`src/rtl/user_proj_gate_sched_if.sv`:
```
// Gate scheduler bus: entry/exit requests with their passcode, plus occupancy and gate status.
// The master drives requests; the scheduler (slave) reports state back.
interface user_proj_gate_sched_if;
  logic [7:0] passcode_in;
  logic       enter_req;
  logic       exit_req;
  logic [4:0] car_count;
  logic       entry_gate_open;
  logic       exit_gate_open;
  logic       full;
  logic       empty;
  logic       lockout;

  modport master (
    output passcode_in, enter_req, exit_req,
    input  car_count, entry_gate_open, exit_gate_open, full, empty, lockout
  );

  modport slave (
    input  passcode_in, enter_req, exit_req,
    output car_count, entry_gate_open, exit_gate_open, full, empty, lockout
  );
endinterface

```
`src/rtl/user_proj_gate_sched.sv`:
```
// Parking-lot gate scheduler: one-deep request latches per direction, round-robin grant,
// passcode check with fail counting and entry lockout, and saturating occupancy.
module user_proj_gate_sched #(
  parameter int         CAPACITY       = 20,
  parameter logic [7:0] PASSCODE       = 8'hFF,
  parameter int         GATE_CYCLES    = 4,
  parameter int         MAX_FAILS      = 3,
  parameter int         LOCKOUT_CYCLES = 16
) (
  input  logic                    clk,
  input  logic                    reset,
  user_proj_gate_sched_if.slave   bus
);

  localparam int GW = (GATE_CYCLES > 1) ? $clog2(GATE_CYCLES) : 1;
  localparam int LW = (LOCKOUT_CYCLES > 1) ? $clog2(LOCKOUT_CYCLES) : 1;
  localparam int FW = (MAX_FAILS > 1) ? $clog2(MAX_FAILS) : 1;

  localparam logic [GW-1:0] GATE_LAST = GW'(GATE_CYCLES - 1);
  localparam logic [GW-1:0] GATE_ONE  = GW'(1);
  localparam logic [GW-1:0] GATE_ZERO = GW'(0);
  localparam logic [LW-1:0] LOCK_LAST = LW'(LOCKOUT_CYCLES - 1);
  localparam logic [LW-1:0] LOCK_ONE  = LW'(1);
  localparam logic [LW-1:0] LOCK_ZERO = LW'(0);
  localparam logic [FW-1:0] FAIL_LAST = FW'(MAX_FAILS - 1);
  localparam logic [FW-1:0] FAIL_ONE  = FW'(1);
  localparam logic [FW-1:0] FAIL_ZERO = FW'(0);
  localparam logic [4:0]    CAP       = 5'(CAPACITY);

  typedef enum logic [1:0] {
    IDLE       = 2'd0,
    ENTRY_OPEN = 2'd1,
    EXIT_OPEN  = 2'd2
  } state_t;

  state_t       state_r;
  logic [GW-1:0] gate_cnt_r;
  logic [LW-1:0] lock_cnt_r;
  logic [FW-1:0] fail_cnt_r;
  logic [4:0]   car_count_r;
  logic [7:0]   code_r;
  logic         enter_pend_r;
  logic         exit_pend_r;
  logic         favour_exit_r;
  logic         entry_gate_r;
  logic         exit_gate_r;
  logic         lockout_r;

  logic         full_s;
  logic         empty_s;
  logic         grant_entry_s;
  logic         grant_exit_s;
  logic         code_ok_s;
  logic         entry_ok_s;
  logic         bad_code_s;
  logic         exit_ok_s;

  assign full_s  = (car_count_r == CAP);
  assign empty_s = (car_count_r == 5'd0);

  // Grant arbitration in IDLE; a rejected grant still consumes the pending request.
  always_comb begin
    grant_entry_s = 1'b0;
    grant_exit_s  = 1'b0;
    if (state_r == IDLE) begin
      if (enter_pend_r && (!exit_pend_r || !favour_exit_r)) begin
        grant_entry_s = 1'b1;
      end else if (exit_pend_r) begin
        grant_exit_s = 1'b1;
      end else begin
        grant_entry_s = 1'b0;
        grant_exit_s  = 1'b0;
      end
    end else begin
      grant_entry_s = 1'b0;
      grant_exit_s  = 1'b0;
    end
    code_ok_s  = (code_r == PASSCODE);
    entry_ok_s = grant_entry_s && !full_s && code_ok_s;
    bad_code_s = grant_entry_s && !full_s && !code_ok_s;
    exit_ok_s  = grant_exit_s && !empty_s;
  end

  // Request latches: set only while clear, entry suppressed during lockout.
  always_ff @(posedge clk or posedge reset) begin
    if (reset) begin
      enter_pend_r <= 1'b0;
      exit_pend_r  <= 1'b0;
      code_r       <= 8'h00;
    end else begin
      if (enter_pend_r) begin
        if (grant_entry_s) enter_pend_r <= 1'b0;
      end else if (bus.enter_req && !lockout_r) begin
        enter_pend_r <= 1'b1;
        code_r       <= bus.passcode_in;
      end
      if (exit_pend_r) begin
        if (grant_exit_s) exit_pend_r <= 1'b0;
      end else if (bus.exit_req) begin
        exit_pend_r <= 1'b1;
      end
    end
  end

  // Gate FSM: the gate register rises on the grant edge and holds for GATE_CYCLES cycles.
  always_ff @(posedge clk or posedge reset) begin
    if (reset) begin
      state_r       <= IDLE;
      gate_cnt_r    <= GATE_ZERO;
      car_count_r   <= 5'd0;
      entry_gate_r  <= 1'b0;
      exit_gate_r   <= 1'b0;
      favour_exit_r <= 1'b0;
    end else begin
      case (state_r)
        IDLE: begin
          if (entry_ok_s) begin
            state_r      <= ENTRY_OPEN;
            entry_gate_r <= 1'b1;
            gate_cnt_r   <= GATE_LAST;
            car_count_r  <= car_count_r + 5'd1;
          end else if (exit_ok_s) begin
            state_r     <= EXIT_OPEN;
            exit_gate_r <= 1'b1;
            gate_cnt_r  <= GATE_LAST;
            car_count_r <= car_count_r - 5'd1;
          end
          if (grant_entry_s) begin
            favour_exit_r <= 1'b1;
          end else if (grant_exit_s) begin
            favour_exit_r <= 1'b0;
          end
        end
        ENTRY_OPEN, EXIT_OPEN: begin
          if (gate_cnt_r == GATE_ZERO) begin
            state_r      <= IDLE;
            entry_gate_r <= 1'b0;
            exit_gate_r  <= 1'b0;
          end else begin
            gate_cnt_r <= gate_cnt_r - GATE_ONE;
          end
        end
        default: begin
          state_r      <= IDLE;
          entry_gate_r <= 1'b0;
          exit_gate_r  <= 1'b0;
        end
      endcase
    end
  end

  // Consecutive wrong-code counter and lockout timer; full-lot rejections leave the count alone.
  always_ff @(posedge clk or posedge reset) begin
    if (reset) begin
      fail_cnt_r <= FAIL_ZERO;
      lockout_r  <= 1'b0;
      lock_cnt_r <= LOCK_ZERO;
    end else begin
      if (lockout_r) begin
        if (lock_cnt_r == LOCK_ZERO) begin
          lockout_r <= 1'b0;
        end else begin
          lock_cnt_r <= lock_cnt_r - LOCK_ONE;
        end
      end
      if (bad_code_s) begin
        if (fail_cnt_r == FAIL_LAST) begin
          fail_cnt_r <= FAIL_ZERO;
          lockout_r  <= 1'b1;
          lock_cnt_r <= LOCK_LAST;
        end else begin
          fail_cnt_r <= fail_cnt_r + FAIL_ONE;
        end
      end else if (entry_ok_s) begin
        fail_cnt_r <= FAIL_ZERO;
      end
    end
  end

  assign bus.car_count       = car_count_r;
  assign bus.entry_gate_open = entry_gate_r;
  assign bus.exit_gate_open  = exit_gate_r;
  assign bus.lockout         = lockout_r;
  assign bus.full            = full_s;
  assign bus.empty           = empty_s;

endmodule

```
`src/flat_wrapper.sv`:
```
// flat-port wrapper written by rule: the top's interface ports become plain ports
module user_proj_gate_sched_flat 
#(
  parameter int         CAPACITY       = 20,
  parameter logic [7:0] PASSCODE       = 8'hFF,
  parameter int         GATE_CYCLES    = 4,
  parameter int         MAX_FAILS      = 3,
  parameter int         LOCKOUT_CYCLES = 16
)
  (clk, reset, bus_passcode_in, bus_enter_req, bus_exit_req, bus_car_count, bus_entry_gate_open, bus_exit_gate_open, bus_full, bus_empty, bus_lockout);
  user_proj_gate_sched_if bus_i ();
  input  logic clk;
  input  logic reset;
  input wire logic [$bits(bus_i.passcode_in)-1:0] bus_passcode_in;
  input wire logic [$bits(bus_i.enter_req)-1:0] bus_enter_req;
  input wire logic [$bits(bus_i.exit_req)-1:0] bus_exit_req;
  output wire logic [$bits(bus_i.car_count)-1:0] bus_car_count;
  output wire logic [$bits(bus_i.entry_gate_open)-1:0] bus_entry_gate_open;
  output wire logic [$bits(bus_i.exit_gate_open)-1:0] bus_exit_gate_open;
  output wire logic [$bits(bus_i.full)-1:0] bus_full;
  output wire logic [$bits(bus_i.empty)-1:0] bus_empty;
  output wire logic [$bits(bus_i.lockout)-1:0] bus_lockout;
  assign bus_i.passcode_in = bus_passcode_in;
  assign bus_i.enter_req = bus_enter_req;
  assign bus_i.exit_req = bus_exit_req;
  assign bus_car_count = bus_i.car_count;
  assign bus_entry_gate_open = bus_i.entry_gate_open;
  assign bus_exit_gate_open = bus_i.exit_gate_open;
  assign bus_full = bus_i.full;
  assign bus_empty = bus_i.empty;
  assign bus_lockout = bus_i.lockout;
  user_proj_gate_sched #(.CAPACITY(CAPACITY), .PASSCODE(PASSCODE), .GATE_CYCLES(GATE_CYCLES), .MAX_FAILS(MAX_FAILS), .LOCKOUT_CYCLES(LOCKOUT_CYCLES)) u_core (.clk(clk), .reset(reset), .bus(bus_i));
endmodule
```
`config.mk`:
```
export PLATFORM = sky130hd
export DESIGN_NAME = user_proj_gate_sched_flat
export DESIGN_NICKNAME = d
export VERILOG_FILES = /design/src/rtl/user_proj_gate_sched_if.sv /design/src/rtl/user_proj_gate_sched.sv /design/src/flat_wrapper.sv
export SDC_FILE = /design/constraint.sdc
export NUM_CORES = 1
export LEC_CHECK = 0
export CORE_MARGIN = 5
export CORE_UTILIZATION = 47
export CTS_BUF_LIST = sky130_fd_sc_hd__clkbuf_16
export DETAILED_ROUTE_END_ITERATION = 16
export PLACE_DENSITY = 0.77
export SYNTH_ARGS = -nofsm -noshare
export SYNTH_HDL_FRONTEND = slang
export SYNTH_SLANG_ARGS = --single-unit
```
`constraint.sdc`:
```
create_clock -name clk -period 4.2 [get_ports clk]
set_input_delay 0.84 -clock clk [delete_from_list [all_inputs] [get_ports clk]]
set_output_delay 0.84 -clock clk [all_outputs]
set_load 0.005 [all_outputs]
```
==> results of run 1 <==
==> power breakdown <==
group | internal (mW) | total (mW) | switching (mW)
Clock | 0.274 | 0.387 | 0.113
Sequential | 0.414 | 0.550 | 0.137
Combinational | 0.382 | 0.691 | 0.310
==> critical path, delay by kind of cell (launching register included) <==
kind / cells / cell delay (ns)
AOI/OAI and AO/OA: 3 / 0.89
xor gates and xnor gates: 1 / 0.09
adders and majority gates: 2 / 0.59
buffers and inverters: 1 / 0.09
DFF: 1 / 0.40
muxes: 1 / 0.26
and+or+nand+nor: 2 / 0.26
==> logic make-up (layout without fill, tap and decap cells) <==
family | count (synthesis) | after routing | share of synthesized area (%)
mux | 13 | 13 | 10.1
fa+ha+maj | 8 | 8 | 6.87
buf+inv | 9 | 38 | 2.16
flops | 29 | 29 | 46.3
xor+xnor | 5 | 5 | 2.80
compound gates | 25 | 25 | 14.1
simple gates | 40 | 40 | 17.7
==> cell usage after synthesis (2+ instances only) <==
library cell and number:
a211o_1 3, nor3b_1 3, o21ai_0 2, a21o_1 3
xnor2_1 4, nor2_1 6, mux2_1 2, mux2_2 8
nor2b_1 2, nand2b_1 4, nand4_1 2, a21oi_1 4
and2_1 4, nand2_1 5, mux2_4 3, inv_1 9
dfrtp_1 29, ha_1 7
==> state kept, by name (all words and copies together), names as in the netlist <==
register / count
u_core.bus.car_count: 5
u_core.bus.entry_gate_open: 1
u_core.bus.exit_gate_open: 1
u_core.bus.lockout: 1
u_core.code_r: 8
u_core.enter_pend_r: 1
u_core.exit_pend_r: 1
u_core.fail_cnt_r: 2
u_core.favour_exit_r: 1
u_core.gate_cnt_r: 2
u_core.lock_cnt_r: 4
u_core.state_r: 2
==> how the worst max path moves through the flow <==
stage                                    to  cells after the start  slack (ns)
floorplan           u_core.bus.car_count[3]                     10        1.79
global placement    u_core.bus.car_count[3]                     10        1.67
detailed placement  u_core.bus.car_count[3]                     10        1.57
CTS                 u_core.bus.car_count[3]                     10        1.52
global route        u_core.bus.car_count[3]                     10        1.34
finish              u_core.bus.car_count[3]                     10        1.51
==> cell type report <==
cell class | count | area (µm²) | area share [%]
tap | 46 | 57.6 | 2.88
inverter | 9 | 33.8 | 1.69
multi-input combinational | 91 | 807 | 40.4
clock inverter | 3 | 37.5 | 1.88
timing repair buffer | 21 | 210 | 10.5
clock buffer | 5 | 125 | 6.27
sequential | 29 | 726 | 36.3
==> metal layers <==
metal | GRT usage (%) | up-vias | share of wire, %
met5 | 0 | - | 0
met4 | 6.33 | 0 | 2.3
met3 | 4.99 | 7 | 4.1
met2 | 25.4 | 17 | 49
met1 | 18.6 | 532 | 44
li1 | - | 528 | -
==> stage by stage <==
step                      total power [mW]  hold WS (ns)
after detailed placement              1.24         0.483
after global routing                  1.75         0.514
after CTS                             1.64         0.494
after floorplan                       1.05         0.464
after global placement                1.20         0.473
final                                 1.63         0.488
==> out/summary.txt, run 1 <==
Worst slew margin = 26.7%
Drt total wl = 2.94 mm
Critical Path Max Stage Delay = 0.53 ns
CP max FO = 7
TritonCTS Sinks = 29
Max H-tree Level = 2
Fin worst setup slack = 1.51 ns
Fin cells = 204
Largest net degree at the start of global routing = 30
Clock skew = 0.00747 ns
Max cap viols = 0
Total Neg Setup Slack = 0 ns
FF-to-FF End = u_core.bus.car_count[3]
Row count = 21
Crit path from = u_core.state_r[1]
First-pass GRT wire length = 5.17 mm
Pleak = 0.873 nW
Cell taking the most area after synthesis = dfrtp_1
Number of global-route vias before repair = 1154
Synth Flop Type = dfrtp_1
Hold-fix buffers, CTS = 0
CTS tree = done
Starting Density = 47.7%
Final net count = 177
Most frequent cells in the layout = 29 x dfrtp_1, 21 x clkdlybuf4s50_1, 10 x inv_1
Horiz. Die Dim = 67.7 µm
Slew @ Worst Pin = 1.10 ns
RSZ-0062 raised after global routing = false
Post-layout min period = 2.69 ns
Seq/Total Area, Yosys = 46.3%
Ranking of synthesized cells by area = dfrtp_1 46%, mux2_2 5.8%, ha_1 5.6%, mux2_4 2.9%, xnor2_1 2.2%
PwrDens = 816 nW/µm²
Gr usage total = 15.5%
Avg Inst Size Synth = 12.1 µm²
Antenna violations before repair = 0
Share of cells above drive strength 1 = 19.6%
Post-CTS Setup Inserts = 0
Outcome = finished, final reports clean
Critical path required time = 4.35 ns
Area fraction of the dominant cell type after synthesis = 46.3%
Endpoints failing setup = 0
Crit end category = register
Remaining routing DRC violations = 0
Core ar. = 3280 µm²
DP HPWL = 2.15 mm
CP cell instances = inv_1 -> ha_1 -> nand2_2 -> a311oi_4 -> nand2_4 -> ha_1 -> a21o_1 -> a21oi_1 -> xnor2_1 -> mux2_4
Wire per inst = 14.4 µm
Hold Path Class = reg -> reg
Post-CTS Resized = 0
Final hold vios = 0
Net Count, Synth = 149
# diodes = 0
Hold depth = 1
Initial DRT Pass Iterations = 4
Flop2flop setup slack = 1.51 ns
Final GP Congestion = 0.809
Vias per std cell = 5.31
I/O Buffers = 21
Slowest CP cell = a311oi_4
Async S/R FF share, synth = 100%
Post-DRT Antenna Nets = 0
DIE AREA = 4590 µm²
Endpoint, Worst Hold = u_core.gate_cnt_r[1]
Clock latency on the worst-skew pair = 0.27 ns
Pins Over Slew Limit = 0
Yosys warns = 0
Dpl cells = 196
DR vias = 1084
Commonest non-fill, non-tap cell in the layout = dfrtp_1
Worst path arrival time = 2.83 ns
Die Span Y = 67.7 µm
Hold Crit Start = u_core.gate_cnt_r[1]
Final Core Density = 60.8%
Design Area, Final = 2000 µm²
FILL cells = 250
I/O pins = 22
CTS max path bufs = 2
Initial DRC count = 50
Reg2reg path depth = 10
Clk pin slew, worst setup/hold paths = 0.05 ns
RR Startpoint = u_core.state_r[1]
Fmax = 372 MHz
Cts bufs inserted = 5
Area post-placement = 1830 µm²
Synth Instances = 129
Area grow syn2layout = 27.5%
Worst Setup Start Kind = register
Count of different cell masters after synthesis = 47
Yosys reg bits = 29
Pre-CTS setup slack = 1.57 ns
Peak VDD IR = 0.330 mV
Critical setup path kind = reg -> reg
Tcrit/Tclk final = 63.9%
Post-synthesis cell area = 1570 µm²
Crit-path most repeated cell = ha_1
Clock root buffer = clkbuf_16
Post-synth EDFFs = 0
Total gr overflow = 0
(Power assumes the default switching activity.)
==> run 2, diff against run 1 <==
==> constraint.sdc (replaced) <==
create_clock -name clk -period 2.6 [get_ports clk]
set_input_delay 0.52 -clock clk [delete_from_list [all_inputs] [get_ports clk]]
set_output_delay 0.52 -clock clk [all_outputs]
set_load 0.005 [all_outputs]
==> run 2 against run 1 <==
Clock-buffer cell count unchanged. Non-clock buffer count rose by 3. Sequential share of layout area shrank 0.45 points. Critical path depth did not move.
==> out/summary.txt, run 2 (synthesis results as in run 1) <==
FILL cells = 265 (+6.0%)
Post-DRT Antenna Nets = 0 (unchanged)
Remaining routing DRC violations = 0 (unchanged)
Cell Int Power = 1.75 mW (+64%)
Largest reg by FF count = u_core.code_r
Hold-fix buffers, CTS = 0 (unchanged)
RSZ-0062 raised after global routing = false
Seq pwr share = 33.5% (-0.3 points)
Critical path required time = 2.75 ns (-1.60 ns)
Max cap viols = 0 (unchanged)
Design Power = 2.65 mW (+63%)
Clock skew = 0.00536 ns (-0.00211 ns)
Horiz. Die Dim = 67.7 µm (unchanged)
Initial DRT Pass Iterations = 4 (unchanged)
Largest net degree at the start of global routing = 30 (unchanged)
Gate power share = 43.2% (+0.8 points)
TritonCTS Sinks = 29 (unchanged)
First-pass GRT wire length = 4.92 mm (-4.8%)
Pleak = 0.887 nW (+1.6%)
Most frequent cells in the layout = 29 x dfrtp_1, 21 x clkdlybuf4s50_1, 10 x inv_1
Post-layout min period = 2.40 ns (-0.289 ns)
Sw frac = 34.0% (-0.35 points)
# diodes = 0 (unchanged)
Hold Path Class = reg -> reg
Switch Pwr = 0.901 mW (+61%)
Core ar. = 3280 µm² (unchanged)
Total Neg Setup Slack = 0 ns (unchanged)
Outcome = finished, final reports clean
Final GP Congestion = 0.732 (-9.5%)
Final net count = 180 (+1.7%)
I/O pins = 22 (unchanged)
Total gr overflow = 0 (unchanged)
Worst Setup Start Kind = register
Post-CTS Setup Inserts = 0 (unchanged)
Worst path arrival time = 2.55 ns (-0.28 ns)
Critical setup path kind = reg -> reg
Vias per std cell = 5.32 (+0.19%)
Tcrit/Tclk final = 92.2% (+28 points)
Commonest non-fill, non-tap cell in the layout = dfrtp_1
Endpoints failing setup = 0 (unchanged)
Fmax = 417 MHz (+12%)
Pins Over Slew Limit = 0 (unchanged)
Die Span Y = 67.7 µm (unchanged)
Clk pin slew, worst setup/hold paths = 0.05 ns (about the same)
Cts bufs inserted = 5 (unchanged)
I/O Buffers = 21 (unchanged)
Antenna violations before repair = 0 (unchanged)
Wire per inst = 14.0 µm (-2.5%)
Share of cells above drive strength 1 = 21.7% (+2.1 points)
Peak VDD IR = 0.644 mV (+95%)
Slew @ Worst Pin = 0.569 ns (-0.529 ns)
CTS tree = done
Final Core Density = 61.6% (+0.76 points)
PwrDens = 1310 nW/µm² (+61%)
Drt total wl = 2.90 mm (-1.1%)
CTS max path bufs = 2 (unchanged)
Starting Density = 47.7% (unchanged)
Max H-tree Level = 2 (unchanged)
Largest register FFs = 8 (unchanged)
DIE AREA = 4590 µm² (unchanged)
Clk pwr share = 23.2% (-0.6 points)
Clock latency on the worst-skew pair = 0.27 ns (about the same)
Area grow syn2layout = 29.1%
Crit end category = register
Row count = 21 (unchanged)
Final hold vios = 0 (unchanged)
Number of global-route vias before repair = 1171 (+1.5%)
DR vias = 1102 (+1.7%)
Gr usage total = 14.6% (-0.87 points)
Post-CTS Resized = 0 (unchanged)
Clock root buffer = clkbuf_16
Initial DRC count = 72 (+44%)
Worst slew margin = 61.7% (+35 points)
DP HPWL = 2.21 mm (+3.2%)
CP max FO = 7 (unchanged)
## run 2: through the flow
stage | instance area (µm²) | hold slack [ns] | worst slack, ns | instances
6_report | 2020 | 0.502 | 0.203 | 207
5_1_grt | 2020 | 0.526 | 0.0338 | 207
4_1_cts | 2020 | 0.509 | 0.179 | 207
3_5_place_dp | 1860 | 0.499 | 0.180 | 199
3_3_place_gp | 1860 | 0.473 | 0.286 | 199
2_1_floorplan | 1570 | 0.464 | 0.193 | 129
## run 2: cell type report
type,count,area [µm²],share of cell area (%)
flip-flops and latches,29,726,35.9
repair buffers,24,233,11.5
well taps,46,57.6,2.85
clock buffers,5,125,6.19
multi-input cells,91,810,40.0
inverters,9,33.8,1.67
clock inverters,3,37.5,1.86
## run 2: routing by layer
layer	routed length (µm)	global-route usage (%)	part of all wire, %
met5	0	0	0
met4	29	5.32	1.0
met3	121	3.99	4.2
met2	1500	25.6	52
met1	1250	16.8	43
## run 2: critical path, cell delays in order (launching register included)
cell	delay [ns]
dfrtp_1	0.39
inv_1	0.09
ha_2	0.25
nand2_2	0.10
a311oi_4	0.34
nand2_4	0.12
ha_1	0.29
a21o_1	0.18
a21oi_1	0.17
xnor2_1	0.08
mux2_4	0.26
## run 2: power by group through the flow
stage / sequential, mW / combinational (mW) / clock (mW)
after floorplan: 0.849 / 0.840 / 0
after global placement: 0.877 / 1.09 / 0
after detailed placement: 0.893 / 1.14 / 0
after CTS: 0.888 / 1.15 / 0.631
after global routing: 0.923 / 1.27 / 0.650
final: 0.889 / 1.14 / 0.616
## run 2: path summary, 6_finish.rpt
check / slack [ns] / depth (start not counted) / start / endpoint
max in group asynchronous: 1.69 / 3 / reset / u_core.bus.car_count[2]
min reg2reg: 0.50 / 1 / u_core.code_r[4] / u_core.code_r[4]
max reg2reg: 0.20 / 10 / u_core.state_r[1] / u_core.bus.car_count[3]
max: 0.20 / 10 / u_core.state_r[1] / u_core.bus.car_count[3]
min: 0.50 / 1 / u_core.code_r[4] / u_core.code_r[4]
min in group asynchronous: 0.63 / 3 / reset / u_core.lock_cnt_r[0]
